<file path="config.mk">
export PLATFORM = sky130hd
export DESIGN_NAME = rv_fetch_unit
export DESIGN_NICKNAME = d
export VERILOG_FILES = /design/src/rtl/rv_fetch_unit.sv
export SDC_FILE = /design/constraint.sdc
export NUM_CORES = 1
export LEC_CHECK = 0
export ABC_CLOCK_PERIOD_IN_PS = 4720
export BUFFER_PORTS_ARGS = -buffer_cell sky130_fd_sc_hd__buf_2
export CAP_MARGIN = 20
export CORE_MARGIN = 2
export CORE_UTILIZATION = 42
export CTS_BUF_LIST = sky130_fd_sc_hd__clkbuf_4 sky130_fd_sc_hd__clkbuf_8
export DETAILED_ROUTE_END_ITERATION = 8
export PLACE_DENSITY = 0.68
export SYNTH_ARGS = -nofsm -noshare
export SYNTH_HDL_FRONTEND = slang
export SYNTH_SLANG_ARGS = --single-unit
</file>
<file path="constraint.sdc">
create_clock -name clk -period 4.72 [get_ports clk]
set_input_delay 0.944 -clock clk [delete_from_list [all_inputs] [get_ports clk]]
set_output_delay 0.944 -clock clk [all_outputs]
set_load 0.1 [all_outputs]
</file>
<file path="src/rtl/rv_fetch_unit.sv">
// Instruction-fetch stage: pipelined req/gnt/rvalid fetch into a prefetch FIFO towards ID,
// with redirect handling that drains responses belonging to squashed requests.
module rv_fetch_unit #(
    parameter int unsigned           ADDR_WIDTH      = 32,
    parameter int unsigned           INST_WIDTH      = 32,
    parameter int unsigned           FIFO_DEPTH      = 4,
    parameter int unsigned           MAX_OUTSTANDING = 2,
    parameter logic [ADDR_WIDTH-1:0] RESET_PC        = '0
) (
    input  logic                  clk,
    input  logic                  rst_n,
    output logic                  I_MEM_req,
    output logic [ADDR_WIDTH-1:0] I_MEM_addr,
    input  logic                  I_MEM_gnt,
    input  logic                  I_MEM_rvalid,
    input  logic [INST_WIDTH-1:0] I_MEM_rdata,
    input  logic                  redirect_valid,
    input  logic [ADDR_WIDTH-1:0] redirect_addr,
    output logic                  inst_valid,
    input  logic                  inst_ready,
    output logic [INST_WIDTH-1:0] inst_data,
    output logic [ADDR_WIDTH-1:0] inst_pc,
    output logic [ADDR_WIDTH-1:0] inst_nextPc
);

    localparam int unsigned OUT_W = $clog2(MAX_OUTSTANDING + 1);
    localparam int unsigned CNT_W = $clog2(FIFO_DEPTH + 1);
    localparam int unsigned PTR_W = $clog2(FIFO_DEPTH);
    localparam int unsigned AQ_W  = (MAX_OUTSTANDING > 1) ? $clog2(MAX_OUTSTANDING) : 1;
    localparam int unsigned SUM_W = ((OUT_W > CNT_W) ? OUT_W : CNT_W) + 1;

    typedef struct packed {
        logic [INST_WIDTH-1:0] inst;
        logic [ADDR_WIDTH-1:0] pc;
    } fetch_entry_t;

    logic [ADDR_WIDTH-1:0] pc_q;
    logic [OUT_W-1:0]      out_q;
    logic [OUT_W-1:0]      disc_q;
    logic [OUT_W-1:0]      out_n;

    logic [ADDR_WIDTH-1:0] aq_mem [MAX_OUTSTANDING];
    logic [AQ_W-1:0]       aq_wr;
    logic [AQ_W-1:0]       aq_rd;

    fetch_entry_t          fifo_mem [FIFO_DEPTH];
    logic [PTR_W-1:0]      fifo_wr;
    logic [PTR_W-1:0]      fifo_rd;
    logic [CNT_W-1:0]      fifo_cnt;
    fetch_entry_t          head;

    logic                  credit_ok;
    logic                  fire;
    logic                  rsp_ok;
    logic                  rsp_keep;
    logic                  rsp_drop;
    logic                  pop;
    logic [ADDR_WIDTH-1:0] redir_pc;

    // Address queue depth need not be a power of two, so wrap explicitly.
    function automatic logic [AQ_W-1:0] aq_next(input logic [AQ_W-1:0] p);
        aq_next = (p == AQ_W'(MAX_OUTSTANDING - 1)) ? '0 : p + AQ_W'(1);
    endfunction

    // Squashed requests still occupy an outstanding slot until their response drains.
    assign credit_ok = (out_q < OUT_W'(MAX_OUTSTANDING)) &&
                       ((SUM_W'(out_q) + SUM_W'(fifo_cnt)) < SUM_W'(FIFO_DEPTH));

    assign I_MEM_req  = credit_ok & ~redirect_valid & rst_n;
    assign I_MEM_addr = pc_q;

    assign fire     = I_MEM_req & I_MEM_gnt;
    assign rsp_ok   = I_MEM_rvalid && (out_q != '0);
    assign rsp_keep = rsp_ok && !redirect_valid && (disc_q == '0);
    assign rsp_drop = rsp_ok && !redirect_valid && (disc_q != '0);
    assign pop      = inst_valid & inst_ready & ~redirect_valid;
    assign out_n    = out_q + OUT_W'(fire) - OUT_W'(rsp_ok);
    assign redir_pc = redirect_addr & ~ADDR_WIDTH'(3);

    assign head        = fifo_mem[fifo_rd];
    assign inst_valid  = (fifo_cnt != '0);
    assign inst_data   = inst_valid ? head.inst : '0;
    assign inst_pc     = inst_valid ? head.pc : '0;
    assign inst_nextPc = inst_valid ? head.pc + ADDR_WIDTH'(4) : '0;

    // Control state: PC, credit counters, queue pointers.
    always_ff @(posedge clk) begin
        if (!rst_n) begin
            pc_q     <= RESET_PC;
            out_q    <= '0;
            disc_q   <= '0;
            aq_wr    <= '0;
            aq_rd    <= '0;
            fifo_wr  <= '0;
            fifo_rd  <= '0;
            fifo_cnt <= '0;
        end else begin
            out_q <= out_n;
            if (redirect_valid) begin
                // No request fires here, so everything still outstanding is stale.
                pc_q     <= redir_pc;
                disc_q   <= out_n;
                aq_wr    <= '0;
                aq_rd    <= '0;
                fifo_wr  <= '0;
                fifo_rd  <= '0;
                fifo_cnt <= '0;
            end else begin
                if (fire) begin
                    pc_q  <= pc_q + ADDR_WIDTH'(4);
                    aq_wr <= aq_next(aq_wr);
                end
                if (rsp_drop) begin
                    disc_q <= disc_q - OUT_W'(1);
                end
                if (rsp_keep) begin
                    aq_rd   <= aq_next(aq_rd);
                    fifo_wr <= fifo_wr + PTR_W'(1);
                end
                if (pop) begin
                    fifo_rd <= fifo_rd + PTR_W'(1);
                end
                fifo_cnt <= fifo_cnt + CNT_W'(rsp_keep) - CNT_W'(pop);
            end
        end
    end

    // Storage arrays carry no reset; validity is tracked by the pointers above.
    always_ff @(posedge clk) begin
        if (fire) begin
            aq_mem[aq_wr] <= pc_q;
        end
        if (rsp_keep) begin
            fifo_mem[fifo_wr] <= '{inst: I_MEM_rdata, pc: aq_mem[aq_rd]};
        end
    end

    a_no_orphan_rvalid: assert property (@(posedge clk) disable iff (!rst_n)
        !(I_MEM_rvalid && (out_q == '0)));

    a_no_fifo_overflow: assert property (@(posedge clk) disable iff (!rst_n)
        !(rsp_keep && !pop && (fifo_cnt == CNT_W'(FIFO_DEPTH))));

endmodule

</file>
# == Word-level counts from Yosys, hierarchy flattened ==
# Memory sizes are Yosys's and may differ from the RTL's. A register that Yosys moved wholly into a read port is not among the register bits.
# Index checks and enable logic that the tools add are counted.
# word_totals
regBits,45
output_inout_bits,130
wordCells,62
ram_bits,320
mem_count,2
in_bits,70
# op_classes
muxes,17
bitwise,7
reduce_logical,13
n_lt_le_gt_ge,2
n_addsub,12
# mem_list
memory,depth,width,rd,rd_ports_with_merged_regs,write_ports,line,rtl
fifo_mem,4,64,1,1,1,46,fetch_entry_t fifo_mem [FIFO_DEPTH];
aq_mem,2,32,1,1,1,42,logic [ADDR_WIDTH-1:0] aq_mem [MAX_OUTSTANDING];
# ops
operator,count
two-way mux 32 bit,5
"adder 32 x 3 -> 32 bit, second input constant",2
two-way mux 1 bit,8
two-way mux 2 bit,4
nonzero test 2 bit,4
bitwise AND 1 bit,5
logical AND 1 bit,5
"adder 2 x 1 -> 2 bit, second input constant",2
adder 2 x 3 -> 4 bit,1
"< comparator 4 x 3 -> 1 bit, second input constant",1
adder 3 x 1 -> 3 bit,1
nonzero test 3 bit,1
subtractor 3 x 1 -> 3 bit,1
"adder 1 bit, second input constant",2
adder 2 x 1 -> 2 bit,1
logical NOT 2 bit,1
"< comparator 2 bit, second input constant",1
inverter 1 bit,2
OR reduction 2 bit,1
subtractor 2 x 1 -> 2 bit,1
"subtractor 2 x 1 -> 2 bit, second input constant",1
logical NOT 1 bit,1

# == Logic depth before layout (Yosys ltp) ==
# depth
word_depth,9
ltp_mapped,13
ltp_nobuf,12

# == Worst setup path before layout ==
# Ideal clock, no wire load.
# synth_path
path_kind,register -> output
startpoint,register (tool-made name)
endpoint,output port inst_nextPc[16]
arrival_ps,3390
path_buffers,2
stages_incl_launch_ff,10
required_ps,3776
setup_slack_ps,386
path_cell_list,dfxtp_1 > buf_6 > buf_12 > mux4_2 > ha_1 > nand2_1 > o22ai_2 > nand4_1 > or3_1 > a21oi_1
# synth_lines
item,line,rtl
"end, declared",23,output logic [ADDR_WIDTH-1:0] inst_nextPc

==> parameters.txt <==
Parameter                              Value

Global routing
  Largest net degree at the start of global routing ... 64
  Vias in the first global route ... 8841
  Number of antenna violations at the first check in global routing ... 1
  Global-route usage over all layers ... 0.1713
  Met3 usage in global routing ... 0.03819
  GRT Max-Usage Layer ... met2
  Met1 track demand over resource ... 0.2360
  Residual overflow from global routing ... 0
  Met2 track utilization from global routing ... 0.2739
  Global-route wire length before repair ... 48990 microns

Logic synthesis
  Synthesized instance count ... 942
  Top_reg_cell synth ... sky130_fd_sc_hd__edfxtp_1
  Flops & latches, synth ... 354
  Library cells used by synthesis ... 59
  Synth warnings ... 0
  Synthesized area per cell ... 15.85 sq um
  Share of async-settable or async-resettable flops after synthesis ... 0
  EDFF count, synth ... 308
  Share of the yosys chip area belonging to registers ... 0.6811
  Post-synthesis instance area ... 14930 sq um

Clocking
  Root Buffer ... sky130_fd_sc_hd__clkbuf_8
  CTS tree ... done
  H-Tree Level Count ... 2
  Number of clock buffers inserted by TritonCTS ... 54
  Number of hold-repair buffers added at the cts stage ... 0
  Number of buffers between clock root and the deepest sink ... 3
  Register clock-pin slew on the reported worst setup and hold paths ... 0.07 ns
  Sink Count ... 354
  Clock insertion delay at the later pin of the skew report ... 0.57 ns

Final layout
  Footprint of the flip-flops and latches ... 10170 sq um
  Share of final-layout standard cells stronger than drive strength 1 ... 0.3428
  Fillcell total ... 3005
  Post-layout net count ... 1243
  Footprint of the multi-input gates ... 4439 sq um
  Layout overhead on the synthesized area ... 16.95%
  Most common cell after layout, fill and taps aside ... sky130_fd_sc_hd__edfxtp_1
  Final cell count without fillers ... 1664
  Leading cell types in the layout, fill and taps excluded ... 308 x sky130_fd_sc_hd__edfxtp_1, 190 x sky130_fd_sc_hd__buf_2, 66 x sky130_fd_sc_hd__and2_1

Min path
  Worst Hold Path Cells ... 2
  Path type of the worst min-delay path ... reg2reg
  Min-Delay Startpoint ... fifo_wr[1]

Worst setup path
  Cell-by-cell listing of the critical path ... mux4_2 > ha_1 > nand2_1 > o22ai_2 > nand3_2 > nor4_1 > mux2_2 > buf_2
  Largest stage delay, worst path ... 0.58 ns
  Reg-to-Reg Start ... fifo_cnt[2]
  Worst reg-to-reg path cell count ... 10
  Type of the worst setup path ... reg2out
  Startpoint type of the worst setup path ... register
  Crit path buf inv count ... 1
  CP Depth ... 8
  Largest driver fanout on the critical path ... 18
  Worst EP arrival ... 3.53 ns
  Required time reported for the critical path endpoint ... 3.78 ns
  Crit end category ... primary output
  Slowest cell on the critical path ... sky130_fd_sc_hd__dfxtp_4
  Gate family responsible for the most delay along the worst path ... simple AND/OR/NAND/NOR gates

Floorplan
  Horizontal die dimension ... 192.6 microns
  Ports placed on the boundary ... 200
  Height of the chip ... 192.6 microns
  Initial Utilization ... 0.4229
  Die footprint ... 37080 sq um
  Core area ... 35310 sq um
  Placement Rows ... 69

Place
  Routability-driven placement congestion ratio ... 0.8419
  Number of cells in the design after placement ... 1563
  Quantity of I/O buffers inserted on ports ... 191
  Post-detail-place hpwl ... 20230 microns

Timing
  Share of the clock period used by the worst path ... 0.9472
  Final setup fails ... 0
  Hold violation count in the final report ... 0
  Clock period minus worst slack ... 4.471 ns
  Setup repair after global routing missed its margin ... no
  Worst-Margin Slew ... 1.015 ns
  Max-slew headroom ... 0.3226
  Clock Skews ... 0.01828 ns
  Pins over their slew limit ... 0
  Post-Route Setup TNS ... 0 ns
  Fmax ... 0.2237 GHz

Status
  Outcome ... finished, final reports clean

Route
  TritonRoute pass-1 iters ... 5
  DRC violation count after routing ... 0
  Number of vias in the routed layout ... 8770
  Detail Route Antenna Nets ... 0
  Number of DRC markers after the initial detailed-route iteration ... 560
  Wire length reported by the detailed router ... 31670 microns
  Drt wl/cell ... 19.03 microns
  Routed via count divided by cell count ... 5.270

Flow run
  Count of max-cap constraint violations ... 0

Pwr
  P_leak ... 6.169 nW
  Worst VDD drop ... 0.0002100 V
  Power density cells ... 412.8 nW/um^2
==> path summary, 6_finish.rpt <==
path                      to  slack (ns)
max reg2reg      fifo_cnt[2]        1.90
min reg2reg       fifo_wr[1]        0.51
min               fifo_wr[1]        0.51
max          inst_nextPc[20]        0.25
==> what timing repair did <==
item | CTS | global route
setup buffers | 1 | 0
endpoints found under the setup margin | 5 | 1
resized for setup | 1 | 1
==> worst register-to-register path: stages, from the launching register on <==
cell,delay (ns)
sky130_fd_sc_hd__dfxtp_1,0.34
sky130_fd_sc_hd__nor3_2,0.25
sky130_fd_sc_hd__inv_2,0.41
sky130_fd_sc_hd__and3_1,0.44
sky130_fd_sc_hd__ha_1,0.29
sky130_fd_sc_hd__inv_1,0.04
sky130_fd_sc_hd__ha_1,0.18
sky130_fd_sc_hd__fa_1,0.39
sky130_fd_sc_hd__xnor2_1,0.18
sky130_fd_sc_hd__xnor2_1,0.13
sky130_fd_sc_hd__nor2_1,0.05
==> layout make-up <==
class	instances	area share
diodes	1	0.0001433
clock buffers	79	0.05402
clock inverters	19	0.006592
inverters	21	0.004514
multi-input cells	520	0.2542
flip-flops and latches	354	0.5826
well taps	461	0.03303
repair buffers	209	0.06484
==> kinds of logic (layout without fill, tap and decap cells) <==
group,Yosys count,in the layout,synth area share
DFF,354,354,0.6811
and+or+nand+nor,268,268,0.09980
muxes,106,106,0.1285
AOI/OAI and AO/OA,104,104,0.04173
buffers and inverters,73,328,0.02371
xor gates and xnor gates,23,23,0.01349
adders and majority gates,13,13,0.01140
other,1,7,0.0002511
==> per-stage QoR <==
stage | power [mW] | hold slack (ns) | cell area (sq um) | utilization | setup WS (ns)
after floorplan | 4.584 | 0.4692 | 14950 | - | 0.3857
after global routing | 7.513 | 0.5361 | 17460 | 0.4945 | 0.04447
after CTS | 7.286 | 0.5083 | 17450 | 0.4943 | 0.1626
after global placement | 4.817 | 0.4851 | 16370 | 0.4636 | 0.5225
after detailed placement | 4.839 | 0.4930 | 16370 | 0.4636 | 0.4837
final | 7.208 | 0.5112 | 17460 | 0.4946 | 0.2493
==> cells in the mapped netlist (2+ instances only) <==
cell	number	area, sq um
sky130_fd_sc_hd__ha_1	12	150.1
sky130_fd_sc_hd__mux2i_1	2	20.02
sky130_fd_sc_hd__inv_1	20	75.07
sky130_fd_sc_hd__a2bb2oi_1	2	17.52
sky130_fd_sc_hd__mux4_2	54	1216
sky130_fd_sc_hd__and4_4	3	33.78
sky130_fd_sc_hd__buf_1	3	11.26
sky130_fd_sc_hd__clkbuf_1	28	105.1
sky130_fd_sc_hd__xnor2_1	16	140.1
sky130_fd_sc_hd__a311oi_1	2	17.52
sky130_fd_sc_hd__o211ai_1	4	30.03
sky130_fd_sc_hd__xor2_1	7	61.31
sky130_fd_sc_hd__a31oi_1	14	87.58
sky130_fd_sc_hd__nand4_1	11	68.82
sky130_fd_sc_hd__nand2_1	43	161.4
sky130_fd_sc_hd__buf_4	9	67.56
sky130_fd_sc_hd__nor4_1	12	75.07
sky130_fd_sc_hd__dfxtp_1	46	920.9
sky130_fd_sc_hd__o31ai_1	2	15.01
sky130_fd_sc_hd__and2_1	70	437.9
sky130_fd_sc_hd__and4_1	9	78.83
sky130_fd_sc_hd__and3_1	9	56.30
sky130_fd_sc_hd__a211oi_1	2	15.01
sky130_fd_sc_hd__o21ai_0	25	125.1
sky130_fd_sc_hd__nor2_1	49	183.9
sky130_fd_sc_hd__a32oi_1	4	35.03
sky130_fd_sc_hd__mux2_2	42	473.0
sky130_fd_sc_hd__edfxtp_1	308	9249
sky130_fd_sc_hd__buf_2	9	45.04
sky130_fd_sc_hd__or3_1	11	68.82
sky130_fd_sc_hd__a21oi_1	39	195.2
sky130_fd_sc_hd__nor3_1	10	50.05
sky130_fd_sc_hd__mux4_1	8	210.2
sky130_fd_sc_hd__or4_1	3	22.52
sky130_fd_sc_hd__o21a_1	5	37.54
sky130_fd_sc_hd__nand3_1	26	130.1
==> routing by layer <==
layer | routed length, microns | share of wire
met2 | 14630 | 0.46
met5 | 13 | 0.00041
met4 | 556 | 0.018
met3 | 2354 | 0.074
met1 | 14120 | 0.45
==> power by group <==
group	total, mW	switching, mW	internal, mW
combinational	1.14	0.870	0.271
clock	2.44	1.10	1.34
sequential	3.63	0.0628	3.57
total	7.21	2.04	5.17
==> sequential cells by signal (all words and copies together), names as in the netlist, named ones only <==
register,count
fifo_mem,248
I_MEM_addr,30
disc_q,2
out_q,2
fifo_rd,2
aq_rd,1
aq_mem,60
fifo_wr,2
aq_wr,1
fifo_cnt,3
Note: power is estimated with default switching activity, not from simulation.
